===== config.mk =====
export PLATFORM = sky130hd
export DESIGN_NAME = seven_seg_scan_decoder
export DESIGN_NICKNAME = d
export VERILOG_FILES = /design/src/rtl/seven_seg_scan_decoder.sv
export SDC_FILE = /design/constraint.sdc
export NUM_CORES = 1
export LEC_CHECK = 0
export CAP_MARGIN = 25
export CORE_ASPECT_RATIO = 1.2
export CORE_MARGIN = 5
export CORE_UTILIZATION = 45
export CTS_BUF_LIST = sky130_fd_sc_hd__clkbuf_2 sky130_fd_sc_hd__clkbuf_4 sky130_fd_sc_hd__clkbuf_8
export DETAILED_ROUTE_END_ITERATION = 10
export PLACE_DENSITY = 0.69
export SLEW_MARGIN = 0
export SYNTH_ARGS = -nofsm -noshare
export SYNTH_HDL_FRONTEND = slang
export SYNTH_SLANG_ARGS = --single-unit

===== constraint.sdc =====
create_clock -name clk -period 2.8 [get_ports clk]
set_input_delay 0.42 -clock clk [delete_from_list [all_inputs] [get_ports clk]]
set_output_delay 0.42 -clock clk [all_outputs]
set_load 0.05 [all_outputs]

===== src/rtl/seven_seg_scan_decoder.sv =====
// seven_seg_scan_decoder: debounces a multiplexed two-digit active-low 7-segment bus
// and recovers each digit's hex value with blank/error/staleness flags.
module seven_seg_scan_decoder #(
  parameter int STABLE_CYCLES  = 16,
  parameter int TIMEOUT_CYCLES = 131072
) (
  input  logic       clk,
  input  logic       rst_n,
  input  logic [6:0] seg,
  input  logic [1:0] digit,
  output logic [3:0] val0,
  output logic [3:0] val1,
  output logic [1:0] vld,
  output logic [1:0] blank,
  output logic [1:0] err,
  output logic [1:0] upd
);
  localparam logic [7:0]  CAP_AT = 8'(STABLE_CYCLES - 1);
  localparam logic [7:0]  SAT    = 8'(STABLE_CYCLES);
  localparam logic [17:0] TMAX   = 18'(TIMEOUT_CYCLES);
  localparam logic [17:0] TLAST  = 18'(TIMEOUT_CYCLES - 1);
  logic [6:0] seg_r, seg_p;
  logic [1:0] dig_r, dig_p;
  logic [7:0] cnt;
  logic [1:0][17:0] tcnt;
  logic same, sel_ok, cap, hit, is_blank;
  logic [1:0] cap_v;
  logic [3:0] dval;
  always_comb begin
    same     = {dig_r, seg_r} == {dig_p, seg_p};
    sel_ok   = dig_r == 2'b10 || dig_r == 2'b01;
    cap      = sel_ok && same && cnt == CAP_AT;
    cap_v    = cap ? {dig_r[0], dig_r[1]} : 2'b00;
    is_blank = seg_r == 7'b1111111;
    hit      = 1'b1;
    dval     = 4'h0;
    case (seg_r)
      7'b1000000: dval = 4'h0;
      7'b1111001: dval = 4'h1;
      7'b0100100: dval = 4'h2;
      7'b0110000: dval = 4'h3;
      7'b0011001: dval = 4'h4;
      7'b0010010: dval = 4'h5;
      7'b0000010: dval = 4'h6;
      7'b1111000: dval = 4'h7;
      7'b0000000: dval = 4'h8;
      7'b0010000: dval = 4'h9;
      7'b0001000: dval = 4'hA;
      7'b0000011: dval = 4'hB;
      7'b1000110: dval = 4'hC;
      7'b0100001: dval = 4'hD;
      7'b0000110: dval = 4'hE;
      7'b0001110: dval = 4'hF;
      default:    hit  = 1'b0;
    endcase
  end
  always_ff @(posedge clk) begin
    if (!rst_n) begin
      seg_r <= 7'b1111111;
      seg_p <= 7'b1111111;
      dig_r <= 2'b00;
      dig_p <= 2'b00;
      cnt   <= '0;
      tcnt  <= '0;
      val0  <= '0;
      val1  <= '0;
      vld   <= '0;
      blank <= '0;
      err   <= '0;
      upd   <= '0;
    end else begin
      seg_r <= seg;
      dig_r <= digit;
      seg_p <= seg_r;
      dig_p <= dig_r;
      // saturating one past the capture point keeps a held pattern from re-capturing
      cnt   <= (!sel_ok || !same) ? '0 : (cnt == SAT ? cnt : cnt + 8'd1);
      upd   <= cap_v;
      val0  <= (cap_v[0] && hit) ? dval : val0;
      val1  <= (cap_v[1] && hit) ? dval : val1;
      for (int n = 0; n < 2; n++) begin
        if (cap_v[n]) begin
          tcnt[n]  <= '0;
          vld[n]   <= hit;
          blank[n] <= is_blank;
          err[n]   <= !hit && !is_blank;
        end else if (tcnt[n] != TMAX) begin
          tcnt[n] <= tcnt[n] + 18'd1;
          if (tcnt[n] == TLAST) vld[n] <= 1'b0;
        end
      end
    end
  end
endmodule


Word-level counts from Yosys, hierarchy flattened
Cells that the tools add are included.
Widths: inputs -> output; s select.
{ "classes": {"addsub": 3, "eq_ne": 25, "n_mux": 9, "bitwise": 1, "n_reduce_logical": 22} }
{ "op_table": {"columns": ["op", "count"], "rows": [
  ["$pmux 4 s15", 1],
  ["$add 18x1->18 const B", 2],
  ["$eq 18x17->1 const B", 2],
  ["$ne 18x18->1 const B", 2],
  ["$eq 7x7->1 const B", 5],
  ["$eq 7x5->1 const B", 3],
  ["$eq 7x6->1 const B", 3],
  ["$reduce_or 16->1", 1],
  ["$eq 7x2->1 const B", 2],
  ["$eq 7x4->1 const B", 2],
  ["$eq 9x9->1", 1],
  ["$add 8x1->8 const B", 1],
  ["$eq 8x4->1 const B", 1],
  ["$eq 8x5->1 const B", 1],
  ["$reduce_bool 2->1", 4],
  ["$eq 7x3->1 const B", 1],
  ["$logic_not 7->1", 1],
  ["$mux 1", 7],
  ["$reduce_or 2->1", 3],
  ["$logic_and 1x1->1", 5],
  ["$logic_not 1->1", 4],
  ["$reduce_and 2->1", 2],
  ["$eq 2x1->1 const B", 1],
  ["$eq 2x2->1 const B", 1],
  ["other kinds (3)", 4]
]} }
{ "word_totals": {"regBits": 78, "in_bits": 11, "output_inout_bits": 16, "elab_cells": 76} }

Logic depth before layout (Yosys ltp)
{ "depth": {"depth_word": 7, "depth_mapped": 9, "depth_no_buf": 7} }

Worst setup path before layout
No wires, ideal clock.
{ "synth_timing": {"path_type": "register to register", "startpoint": "reg cnt[0]", "endpoint": "reg tcnt[14] in the netlist's numbering", "setup_time_ps": 115, "t_arrival_ps": 1892, "required_time_ps": 2685, "slack_ps": 793, "stages_incl_launch_ff": 10, "path_buffers": 3, "synth_period_minus_slack_ps": 2007, "path_cell_list": "dfxtp_1 ha_1 and3_1 clkbuf_1 nand4_1 or4_1 buf_2 nand2_2 buf_4 nor2_1"} }
{ "synth_via": {"elab_chain_cells": 4} }
{ "synth_lines": {"columns": ["element", "line", "text"], "rows": [
  ["from (decl)", "24", "logic [7:0] cnt;"],
  ["from (signal assigned)", "77", "cnt <= (!sel_ok || !same) ? '0 : (cnt == SAT ? cnt : cnt + 8'd1);"],
  ["$eq 8x4->1", "32", "cap = sel_ok && same && cnt == CAP_AT;"],
  ["$logic_and 1x1->1", "32", null],
  ["$mux 2", "33", "cap_v = cap ? {dig_r[0], dig_r[1]} : 2'b00;"],
  ["$reduce_or 2->1 (no source line)", null, null],
  ["to (signal, indexed assignment)", "88", "tcnt[n] <= tcnt[n] + 18'd1;"],
  ["to (decl)", "25", "logic [1:0][17:0] tcnt;"]
]} }
No other way between the ends.
A chain may end at the register's enable or synchronous reset.

Worst setup path in the final report
{ "layout_timing": {"startpoint": "reg seg_r[4]", "endpoint": "reg blank[1]"} }
{ "layout_via": {"elab_chain_cells": 4, "elab_cells_between_ends": 5, "cone_classes": "eq/ne (2); mux (1); reduce/logical (2)"} }
{ "layout_lines": {"columns": ["element", "line", "text"], "rows": [
  ["from (decl)", "22", "logic [6:0] seg_r, seg_p;"],
  ["from (signal assigned)", "72", "seg_r <= seg;"],
  ["$eq 9x9->1", "30", "same = {dig_r, seg_r} == {dig_p, seg_p};"],
  ["$logic_and 1x1->1 (2 in series)", "32", null],
  ["$mux 2", "33", null],
  ["to (signal, indexed assignment)", "85", "blank[n] <= is_blank;"],
  ["to (decl)", "14", "output logic [1:0] blank,"]
]} }
Several ways; a longest one is shown, not always the timed one.

==> metrics.txt <==
CP startpoint=seg_r[4]$_SDFF_PN1_; Avg Inst Size Synth=8.80 sq um; nets@finish=451; Die Wd=91.9 microns; Vias/cell=5.31; Psw=0.465 mW; Min Hold Slack=468 ps; min-delay src=val0[1]$_SDFFE_PN0P_; post-route ant nets=0; total gr overflow=0; H-Tree Depth=3; DP Area=3940 sq um; hold depth=2; area grow syn2layout=13.0%; Avg WL per Cell=13.3 microns; # resized after CTS=0; crit path time final=2390 ps; cts hold-fix bufs=0; DRT Pass-1 Iters=5; crit-path cells=xor2_1 -> or3_1 -> or4_1 -> nand2_1 -> buf_4 -> o22ai_2; fin area=4100 sq um; f_max=0.418 GHz; GPL Wtd Cong=0.791; GR Util All Layers=15.3%; maxcap violations=0; IO buf count=26; Max Transition Viols Final=0; Slew @ Worst Pin=785 ps; crit start category=flip-flop; Crit Path Category=flip-flop to flip-flop; die height=108 microns; Util after Layout=52.6%; Post-synth EDFFs=0; initial antenna violation count=0; RR Endpoint=blank[1]$_SDFFE_PN0P_; FILL cells=752; Net Sw Frac=23.5%; R2R setup slack=410 ps; status=finished, final reports clean; crit path DAT=2610 ps; I/O pin count=27; Critical Path RT=3020 ps; fin crit share=85.5%; CTS root buf=clkbuf_8; TritonCTS sink count=78; vias in the first global route=2729; Inserted Clock Buffers=9; RSZ-0062 raised after global routing=no; Cell Area, Synth=3630 sq um; Worst IR Drop VDD=0.290 mV; Setup TNS Final=0 ps; r2r worst-path depth=6; layout cell share with drive strength beyond 1=5.49%; Final Hold Vio Count=0; largest net degree at the start of global routing=31; Yosys reg bits=78; clock power share=35.9%; Setup crit end kind=flip-flop; initial core utilization=46.5%; Core Region=7790 sq um; Crit path max-delay family=simple AND/OR/NAND/NOR gates; Worst-Skew Late Latency=340 ps; largest fanout on the critical path=20; Distinct cells, synth=53; reg2reg start=seg_r[4]$_SDFF_PN1_; clock-pin slew on the worst setup and hold paths=70 ps; Max stage delay cell, worst path=or4_1; TritonCTS clock tree=built; WHS Endpoint=val0[1]$_SDFFE_PN0P_; Post-CTS Setup Bufs=0; vias=2809; Async SR Flop Fraction=0%; initial drt markers=135; Sequential Power Share=58.6%; WP buf/inv=1; Lkg Pwr=1.44 nW; die area=9960 sq um; final WL=7.04 mm; Primary FF master, synth=dfxtp_1; yosys warns=0; clock buffer depth=2; Gate power share=5.5%; Post-Syn Nets=429; CP peak stage delay=680 ps; site row count=35; Max transition margin=47.4%; Pwr Density=483 nW/um^2; Hold WC Path Type=flip-flop to flip-flop; number of DRC violations after detailed routing=0; ant diodes=0; part of the Yosys area used for sequential elements=43.1%; dpl hpwl=5.19 mm; clock skew=7.02 ps; final setup violation count=0; first-pass GRT wire length=12.3 mm; cell count after synthesis=412; Cell Int Power=1.52 mW
per-stage QoR:
step / power (mW) / cells / setup slack, ps
floorplan: 1.26 / 412 / 793
global placement: 1.29 / 515 / 456
detailed placement: 1.30 / 515 / 429
CTS: 2.01 / 529 / 416
global route: 2.09 / 529 / 260
finish: 1.98 / 529 / 407
kinds of logic after synthesis:
kind of cell / count (synthesis) / synth area share, %
AO/OA/AOI/OAI: 38 / 7.63
XOR/XNOR: 47 / 11.4
adder cells (fa/ha/maj): 6 / 2.07
buffers and inverters: 31 / 3.66
flip-flops: 78 / 43.1
multiplexers: 8 / 2.21
AND/OR/NAND/NOR: 204 / 30.0
layout by cell type, fill, tap and decap left out, drive strengths merged, types with 7 or more instances in the layout:
cell type	instances
nand4	12
nand3	18
nand2b	19
nor3	9
and4	8
and3	10
clkbuf	10
xnor2	20
nor2	62
clkdlybuf4s50	26
o21ai	8
dfxtp	78
inv	14
nand2	29
xor2	27
a21oi	7
mux2i	8
flip-flops by register name, summed over array words and instances, names as in the netlist, 4 cells and up:
signal  count
tcnt       36
seg_r       7
val1        4
cnt         8
val0        4
seg_p       7
final cells by class:
class	count	area, sq um	area share (%)
multi-input cells	303	1930	47.1
flip-flops and latches	78	1560	38.1
repair buffers	28	275	6.72
clock buffers	10	138	3.36
well taps	92	115	2.81
inverters	14	52.6	1.28
clock inverters	4	25.0	0.611
layer usage:
layer / track usage, % / wire, microns / vias to the layer above
met2: 27.4 / 3560 / 48
met3: 4.59 / 294 / 11
met4: 5.63 / 109 / 0
li1: - / - / 1460
met1: 17.2 / 3070 / 1290
met5: 0 / 0 / -
how the worst max path moves through the flow:
| stage | to | slack [ps] | depth (start not counted) |
|---|---|---|---|
| final | blank[1]$_SDFFE_PN0P_ | 410 | 6 |
| after global routing | tcnt[10]$_SDFFE_PP0N_ | 260 | 5 |
| after CTS | blank[1]$_SDFFE_PN0P_ | 420 | 6 |
| after detailed placement | blank[1]$_SDFFE_PN0P_ | 430 | 6 |
| after global placement | err[1]$_SDFFE_PN0P_ | 460 | 6 |
| after floorplan | tcnt[14]$_SDFFE_PP0N_ | 790 | 9 |
power by group through the flow:
stage          logic (mW)  registers (mW)  clock network [mW]
3_3_place_gp        0.108            1.18                   0
6_report            0.110            1.16               0.711
4_1_cts             0.111            1.16               0.738
2_1_floorplan      0.0929            1.17                   0
5_1_grt             0.125            1.16               0.799
3_5_place_dp        0.110            1.19                   0
worst min-delay path: stages (launching register included):
cell and delay [ps]:
dfxtp_1 320, nand2_1 50, mux2i_1 50
cells in the mapped netlist (2+ instances only):
cell type | count | area share, %
inv_1 | 14 | 1.4
nand2_1 | 28 | 2.9
nor4b_1 | 3 | 0.72
or3b_2 | 2 | 0.48
o21a_1 | 4 | 0.83
or2_0 | 2 | 0.35
a2bb2oi_1 | 2 | 0.48
nor3_1 | 9 | 1.2
xnor2_1 | 20 | 4.8
nand4b_1 | 2 | 0.48
o22ai_1 | 2 | 0.35
a21oi_1 | 6 | 0.83
o311a_1 | 2 | 0.55
dfxtp_1 | 78 | 43
and2_1 | 3 | 0.52
nor4bb_1 | 4 | 1.1
buf_4 | 2 | 0.41
buf_2 | 6 | 0.83
ha_1 | 6 | 2.1
nor2_1 | 62 | 6.4
nand4bb_1 | 2 | 0.62
or3_1 | 4 | 0.69
nor4_1 | 6 | 1.0
mux2i_1 | 8 | 2.2
o21ai_0 | 8 | 1.1
o22ai_2 | 2 | 0.69
or4_1 | 3 | 0.62
xor2_1 | 27 | 6.5
and3_1 | 10 | 1.7
clkbuf_1 | 7 | 0.72
nand3_1 | 18 | 2.5
and4_1 | 8 | 1.9
nand2b_1 | 19 | 3.3
a211oi_1 | 2 | 0.41
nand4_1 | 12 | 2.1
nor2b_1 | 2 | 0.35
Note: power is estimated with default switching activity, not from simulation.
